<file path="src/rtl/clk_div_pkg.sv">
// Shared constants and helpers for the programmable clock divider.
package clk_div_pkg;

   localparam int unsigned DEF_CNT_W = 8;
   localparam int unsigned DIV_MIN   = 2;
   localparam int unsigned HC_W      = 32;

   // ceil(n/2), one bit wider than the argument so n = all-ones cannot overflow
   function automatic logic [HC_W:0] half_ceil(input logic [HC_W-1:0] n);
      return ((HC_W + 1)'(n) + (HC_W + 1)'(1)) >> 1;
   endfunction

endpackage

</file>
<file path="src/rtl/clk_div_prog_if.sv">
// Control/status bundle of clk_div_prog; the sync input exists only with CLK_DIV_SYNC_EN.
interface clk_div_prog_if
   import clk_div_pkg::*;
#(
   parameter int unsigned CNT_W = DEF_CNT_W
) ();

   logic             en;
   logic [CNT_W-1:0] div_in;
   logic             div_load;
`ifdef CLK_DIV_SYNC_EN
   logic             sync;
`endif
   logic             clk_out;
   logic             tick;
   logic [CNT_W-1:0] div_cur;
   logic             pending;
   logic             div_err;

`ifdef CLK_DIV_SYNC_EN
   modport master (output en, div_in, div_load, sync,
                   input  clk_out, tick, div_cur, pending, div_err);
   modport slave  (input  en, div_in, div_load, sync,
                   output clk_out, tick, div_cur, pending, div_err);
`else
   modport master (output en, div_in, div_load,
                   input  clk_out, tick, div_cur, pending, div_err);
   modport slave  (input  en, div_in, div_load,
                   output clk_out, tick, div_cur, pending, div_err);
`endif

endinterface

</file>
<file path="src/rtl/clk_div_cfg.sv">
// Divisor configuration: shadow register, pending flag, divisor in force and load-error pulse.
module clk_div_cfg
   import clk_div_pkg::*;
#(
   parameter int unsigned CNT_W   = DEF_CNT_W,
   parameter int unsigned DIV_RST = 10
) (
   input  logic             clk,
   input  logic             rst,
   input  logic [CNT_W-1:0] div_in,
   input  logic             div_load,
   input  logic             boundary,
   output logic [CNT_W-1:0] div_cur,
   output logic             pending,
   output logic             div_err
);

   logic             load_ok_c;
   logic             pend_nxt;
   logic [CNT_W-1:0] shadow;
   logic [CNT_W-1:0] shadow_nxt;

   // A valid load in the boundary cycle is folded in, so it is applied at this same boundary
   always_comb begin
      load_ok_c  = div_load && (div_in >= CNT_W'(DIV_MIN));
      shadow_nxt = load_ok_c ? div_in : shadow;
      pend_nxt   = load_ok_c || pending;
   end

   always_ff @(posedge clk or posedge rst) begin
      if (rst) begin
         shadow  <= CNT_W'(DIV_RST);
         div_cur <= CNT_W'(DIV_RST);
         pending <= 1'b0;
         div_err <= 1'b0;
      end else begin
         shadow  <= shadow_nxt;
         div_err <= div_load && !load_ok_c;
         if (boundary && pend_nxt) begin
            div_cur <= shadow_nxt;
            pending <= 1'b0;
         end else begin
            pending <= pend_nxt;
         end
      end
   end

endmodule

</file>
<file path="src/rtl/clk_div_prog.sv">
// Runtime-programmable clock divider producing a near-50% level and a period tick.
// Optional phase-align input enabled by defining CLK_DIV_SYNC_EN.
module clk_div_prog
   import clk_div_pkg::*;
#(
   parameter int unsigned CNT_W     = DEF_CNT_W,
   parameter int unsigned DIV_RST   = 10,
   parameter logic        RST_LEVEL = 1'b1
) (
   input logic           clk,
   input logic           rst,
   clk_div_prog_if.slave bus
);

   localparam int unsigned H_W = CNT_W + 1;

   logic [CNT_W-1:0] cnt;
   logic [CNT_W-1:0] cnt_nxt;
   logic [CNT_W-1:0] div_cur;
   logic [H_W-1:0]   half_c;
   logic             clk_out;
   logic             clk_out_nxt;
   logic             tick;
   logic             wrap_c;
   logic             sync_c;
   logic             boundary_c;

`ifdef CLK_DIV_SYNC_EN
   assign sync_c = bus.sync;
`else
   assign sync_c = 1'b0;
`endif

   assign wrap_c     = bus.en && (cnt == div_cur - CNT_W'(1));
   assign boundary_c = wrap_c || sync_c;
   // Old divisor is fine here: at a boundary cnt_nxt is 0, which is below any half-period
   assign half_c     = H_W'(half_ceil(HC_W'(div_cur)));

   always_comb begin
      cnt_nxt = cnt;
      if (boundary_c) begin
         cnt_nxt = '0;
      end else if (bus.en) begin
         cnt_nxt = cnt + CNT_W'(1);
      end
      clk_out_nxt = (H_W'(cnt_nxt) < half_c) ? RST_LEVEL : ~RST_LEVEL;
   end

   always_ff @(posedge clk or posedge rst) begin
      if (rst) begin
         cnt     <= '0;
         clk_out <= RST_LEVEL;
         tick    <= 1'b0;
      end else begin
         cnt  <= cnt_nxt;
         tick <= boundary_c;
         if (bus.en || sync_c) begin
            clk_out <= clk_out_nxt;
         end
      end
   end

   clk_div_cfg #(
      .CNT_W   (CNT_W),
      .DIV_RST (DIV_RST)
   ) u_cfg (
      .clk      (clk),
      .rst      (rst),
      .div_in   (bus.div_in),
      .div_load (bus.div_load),
      .boundary (boundary_c),
      .div_cur  (div_cur),
      .pending  (bus.pending),
      .div_err  (bus.div_err)
   );

   assign bus.div_cur = div_cur;
   assign bus.clk_out = clk_out;
   assign bus.tick    = tick;

endmodule

</file>
<file path="src/flat_wrapper.sv">
// flat-port wrapper written by rule: the top's interface ports become plain ports
module clk_div_prog_flat import clk_div_pkg::*;
#(
   parameter int unsigned CNT_W     = DEF_CNT_W,
   parameter int unsigned DIV_RST   = 10,
   parameter logic        RST_LEVEL = 1'b1
)
  (clk, rst, bus_en, bus_div_in, bus_div_load, bus_clk_out, bus_tick, bus_div_cur, bus_pending, bus_div_err);
  clk_div_prog_if #(.CNT_W(CNT_W)) bus_i ();
  input logic clk;
  input logic rst;
  input wire logic [$bits(bus_i.en)-1:0] bus_en;
  input wire logic [$bits(bus_i.div_in)-1:0] bus_div_in;
  input wire logic [$bits(bus_i.div_load)-1:0] bus_div_load;
  output wire logic [$bits(bus_i.clk_out)-1:0] bus_clk_out;
  output wire logic [$bits(bus_i.tick)-1:0] bus_tick;
  output wire logic [$bits(bus_i.div_cur)-1:0] bus_div_cur;
  output wire logic [$bits(bus_i.pending)-1:0] bus_pending;
  output wire logic [$bits(bus_i.div_err)-1:0] bus_div_err;
  assign bus_i.en = bus_en;
  assign bus_i.div_in = bus_div_in;
  assign bus_i.div_load = bus_div_load;
  assign bus_clk_out = bus_i.clk_out;
  assign bus_tick = bus_i.tick;
  assign bus_div_cur = bus_i.div_cur;
  assign bus_pending = bus_i.pending;
  assign bus_div_err = bus_i.div_err;
  clk_div_prog #(.CNT_W(CNT_W), .DIV_RST(DIV_RST), .RST_LEVEL(RST_LEVEL)) u_core (.clk(clk), .rst(rst), .bus(bus_i));
endmodule
</file>
<file path="config.mk">
export PLATFORM = sky130hd
export DESIGN_NAME = clk_div_prog_flat
export DESIGN_NICKNAME = d
export VERILOG_FILES = /design/src/rtl/clk_div_pkg.sv /design/src/rtl/clk_div_prog_if.sv /design/src/rtl/clk_div_cfg.sv /design/src/rtl/clk_div_prog.sv /design/src/flat_wrapper.sv
export SDC_FILE = /design/constraint.sdc
export NUM_CORES = 1
export LEC_CHECK = 0
export BUFFER_PORTS_ARGS = -buffer_cell sky130_fd_sc_hd__buf_4
export CAP_MARGIN = 20
export CORE_ASPECT_RATIO = 1.4
export CORE_MARGIN = 10
export CORE_UTILIZATION = 54
export DETAILED_ROUTE_END_ITERATION = 16
export HOLD_SLACK_MARGIN = 0.1
export PLACE_DENSITY = 0.76
export SLEW_MARGIN = 20
export SYNTH_ARGS = -nofsm -noshare
export SYNTH_HDL_FRONTEND = slang
export SYNTH_SLANG_ARGS = --single-unit
export TNS_END_PERCENT = 50
</file>
<file path="constraint.sdc">
create_clock -name clk -period 6.98 [get_ports clk]
set_input_delay 1.396 -clock clk [delete_from_list [all_inputs] [get_ports clk]]
set_output_delay 1.396 -clock clk [all_outputs]
set_load 0.05 [all_outputs]
</file>
==> impl_metrics.csv <==
group,metric,value,unit
synth,proportion_of_synthesized_chip_area_in_sequential_cells,0.398,
worst_setup_path,worst-path-max-fanout,10,
power_and_ir_drop,p_seq_frac,0.463,
floorplan,die_w,68.4,um
route,final_antenna_violating_net_count,0,
global_routing,grt_remaining_overflow,0,
worst_setup_path,end_kind,"register",
clock_network,clkLatencyLatePin,0.27,ns
clock_network,clockRootBuffer,"sky130_fd_sc_hd__clkbuf_8",
cells_and_area,layout-area-overhead-vs-synth,13.5,%
sta,setup_total_negative_slack,0,ns
route,vias,1423,
global_routing,grt_antenna_before_repair,0,
synth,synth.avg_cell_area,9.91,um^2
sta,finalHoldViolCount,0,
synth,netlist_instances,179,
worst_setup_path,cp.required,7.18,ns
floorplan,core.rowCount,24,
status,status,"completed",
synth,synth_ff_type,"sky130_fd_sc_hd__dfrtp_1",
route,routed_wire_length_per_instance,17.3,um
cells_and_area,insertedDiodeCount,0,
synth,synth_enable_flop_cells,0,
synth,synth_cell_types,41,
cells_and_area,num-nets-final,221,
power_and_ir_drop,p_int,0.313,mW
place,portBuffers,23,
floorplan,die_area,0.00601,mm^2
synth,ffs_latches_synth,28,
synth,post_synth_instance_area,0.00177,mm^2
synth,synth_nets,201,
synth,ys_warn_count,0,
route,wl_met3,198,um
sta,finalHoldWorstSlack,0.487,ns
sta,timing.max_slew.rel_slack,0.657,
hold_path,hold_path.class,"register to register",
route,highest-signal-layer,"met4",
route,initial_drc_count,68,
power_and_ir_drop,clock_power_share,0.205,
global_routing,maximum_number_of_pins_on_one_net_before_global_route_repair,29,
route,met1Wirelength,1.55,mm
floorplan,io_pins,24,
clock_network,cts-htree-levels,1,
clock_network,cts.hold.buffers_added,0,
clock_network,cts.clk_slew.worst_paths,0.09,ns
sta,rsz_0062_raised_after_global_routing,"no",
sta,final_max_slew_violation_count,0,
sta,tightest_slew,0.514,ns
worst_setup_path,critical_path_arrival,3.96,ns
synth,asyncSetResetFlopFracSynth,1.00,
place,dp_hpwl,3.23,mm
power_and_ir_drop,power.ir.vdd_worst,0.000182,V
floorplan,floorplan.initialDensity,0.563,
sta,max_clock_freq,0.266,GHz
clock_network,postCtsSetupRepairBufs,0,
global_routing,grtUsageTotal,0.145,
power_and_ir_drop,pwr_density_cell,241,mW/mm^2
worst_setup_path,critPathKind,"register to register",
place,finalWeightedCongestion,0.899,
floorplan,die-height,87.8,um
floorplan,design.core.area,0.00315,mm^2
route,wl_met2,2.20,mm
cells_and_area,post_route_cells_drive_above_1_share,0.192,
clock_network,cts-buffers-inserted,3,
clock_network,numClockSinks,28,
clock_network,postCtsResizedCells,0,
run,cap_viol_max_count,0,
power_and_ir_drop,total_power,0.485,mW
power_and_ir_drop,switchingPower,0.171,mW
clock_network,tritoncts,"yes",
route,final_routed_wirelength_across_all_metal_layers,4.09,mm
global_routing,grt_pass1_vias,1525,
sta,final.period_utilization,0.539,
sta,finalClockSkew,0.00163,ns
power_and_ir_drop,switching_share,0.353,
route,detailedRoute.firstPassIterationCount,4,
sta,period_needed,3.76,ns
worst_setup_path,critPathLaunchType,"register",
route,drt_drc_violations_left,0,
route,viasPerCell,6.00,
power_and_ir_drop,pwr-share-comb,0.332,
power_and_ir_drop,leakage,0.940,nW
sta,setup-violations-final,0,
clock_network,ctsLongestPathBuffers,2,
global_routing,grt_first_pass_wirelength,6.86,mm
[metal layers]
metal | GRT usage | vias to the layer above
li1 | - | 689
met1 | 0.156 | 687
met2 | 0.252 | 36
met3 | 0.0307 | 11
met4 | 0.0789 | 0
met5 | 0 | -
[worst max-delay path, stage by stage, from the launching register on]
cell and delay (ns):
sky130_fd_sc_hd__dfstp_2 0.62, sky130_fd_sc_hd__inv_1 0.10, sky130_fd_sc_hd__ha_1 0.26, sky130_fd_sc_hd__o21bai_1 0.18, sky130_fd_sc_hd__a2111oi_1 0.49, sky130_fd_sc_hd__a311oi_2 0.13
sky130_fd_sc_hd__a211o_1 0.46, sky130_fd_sc_hd__inv_4 0.17, sky130_fd_sc_hd__nor2_1 0.08, sky130_fd_sc_hd__ha_1 0.33, sky130_fd_sc_hd__a21oi_1 0.18, sky130_fd_sc_hd__nor2b_1 0.08
sky130_fd_sc_hd__nor4b_1 0.34, sky130_fd_sc_hd__o32ai_1 0.15, sky130_fd_sc_hd__a21oi_1 0.15
[cell usage after synthesis, types with 2 or more instances]
cell type | instances | area, um^2
sky130_fd_sc_hd__and2_1 | 3 | 18.8
sky130_fd_sc_hd__xor2_1 | 10 | 87.6
sky130_fd_sc_hd__a21oi_1 | 5 | 25.0
sky130_fd_sc_hd__xnor2_1 | 12 | 105
sky130_fd_sc_hd__nand2_1 | 6 | 22.5
sky130_fd_sc_hd__nor3_1 | 5 | 25.0
sky130_fd_sc_hd__dfrtp_1 | 23 | 576
sky130_fd_sc_hd__o21ai_0 | 2 | 10.0
sky130_fd_sc_hd__inv_1 | 11 | 41.3
sky130_fd_sc_hd__nand3_1 | 3 | 15.0
sky130_fd_sc_hd__nor4_1 | 4 | 25.0
sky130_fd_sc_hd__nand4_1 | 7 | 43.8
sky130_fd_sc_hd__and3_1 | 4 | 25.0
sky130_fd_sc_hd__nor2b_1 | 3 | 18.8
sky130_fd_sc_hd__a22o_1 | 7 | 61.3
sky130_fd_sc_hd__nor2_1 | 13 | 48.8
sky130_fd_sc_hd__buf_1 | 2 | 7.51
sky130_fd_sc_hd__a21o_1 | 3 | 22.5
sky130_fd_sc_hd__clkbuf_1 | 3 | 11.3
sky130_fd_sc_hd__a22oi_1 | 7 | 52.6
sky130_fd_sc_hd__dfstp_2 | 5 | 131
sky130_fd_sc_hd__nand2b_1 | 3 | 18.8
sky130_fd_sc_hd__a211oi_1 | 2 | 15.0
sky130_fd_sc_hd__o22ai_1 | 8 | 50.1
sky130_fd_sc_hd__ha_1 | 10 | 125
sky130_fd_sc_hd__buf_2 | 2 | 10.0
sky130_fd_sc_hd__buf_6 | 2 | 22.5
[sequential cells by signal (all words and copies together) (netlist names)]
name                  flops
u_core.bus.tick           1
u_core.u_cfg.pending      1
u_core.bus.clk_out        1
u_core.u_cfg.div_cur      8
u_core.u_cfg.div_err      1
u_core.u_cfg.shadow       8
u_core.cnt                8
[cell usage in the layout (no fill, tap or decap), types with 5 or more instances in the layout]
cell type,Yosys,routed
sky130_fd_sc_hd__buf_4,0,23
sky130_fd_sc_hd__inv_1,11,11
sky130_fd_sc_hd__o22ai_1,8,8
sky130_fd_sc_hd__a22o_1,7,7
sky130_fd_sc_hd__xnor2_1,12,12
sky130_fd_sc_hd__nand2_1,6,6
sky130_fd_sc_hd__a21oi_1,5,5
sky130_fd_sc_hd__ha_1,10,10
sky130_fd_sc_hd__nor3_1,5,5
sky130_fd_sc_hd__a22oi_1,7,7
sky130_fd_sc_hd__dfstp_2,5,5
sky130_fd_sc_hd__nand4_1,7,7
sky130_fd_sc_hd__xor2_1,10,10
sky130_fd_sc_hd__nor2_1,13,13
sky130_fd_sc_hd__dfrtp_1,23,23
[power groups by stage]
stage	clock (mW)	combinational (mW)	sequential, mW
after floorplan	0	0.128	0.214
after global placement	0	0.154	0.225
after detailed placement	0	0.159	0.228
after CTS	0.0992	0.160	0.224
after global routing	0.105	0.182	0.229
final	0.0991	0.161	0.224
[per-stage QoR]
step / instances / util / setup WS [ns] / cell area (um^2)
detailed placement: 232 / 0.617 / 3.28 / 1940
global placement: 232 / 0.617 / 3.47 / 1940
finish: 237 / 0.639 / 3.22 / 2010
floorplan: 179 / - / 3.47 / 1770
global route: 237 / 0.639 / 3.06 / 2010
CTS: 236 / 0.634 / 3.24 / 2000
[final cells by class]
| cell class | count | area [um^2] |
|---|---|---|
| clock buffer | 4 | 55.1 |
| fill | 270 | 1140 |
| inverter | 12 | 47.5 |
| multi-input combinational | 130 | 968 |
| sequential | 28 | 707 |
| tap | 39 | 48.8 |
| timing repair buffer | 24 | 188 |
[final timing paths]
kind,start,to,slack (ns),cells after the start
setup / recovery,u_core.u_cfg.div_cur[1],u_core.bus.clk_out,3.22,14
hold / removal,u_core.u_cfg.shadow[0],u_core.u_cfg.shadow[0],0.49,1
setup reg to reg,u_core.u_cfg.div_cur[1],u_core.bus.clk_out,3.22,14
hold reg to reg,u_core.u_cfg.shadow[0],u_core.u_cfg.shadow[0],0.49,1
max in group asynchronous,rst,u_core.u_cfg.div_cur[3],5.28,3
min in group asynchronous,rst,u_core.u_cfg.shadow[7],1.14,2
[logic make-up (layout without fill, tap and decap cells)]
kind of cell / count (synthesis) / in the layout / synth area share
and+or+nand+nor: 53 / 53 / 0.164
AOI/OAI and AO/OA: 44 / 44 / 0.197
xor gates and xnor gates: 22 / 22 / 0.109
DFF: 28 / 28 / 0.398
buffers and inverters: 21 / 40 / 0.0557
adders and majority gates: 10 / 10 / 0.0705
muxes: 1 / 1 / 0.00564
(Power assumes the default switching activity.)
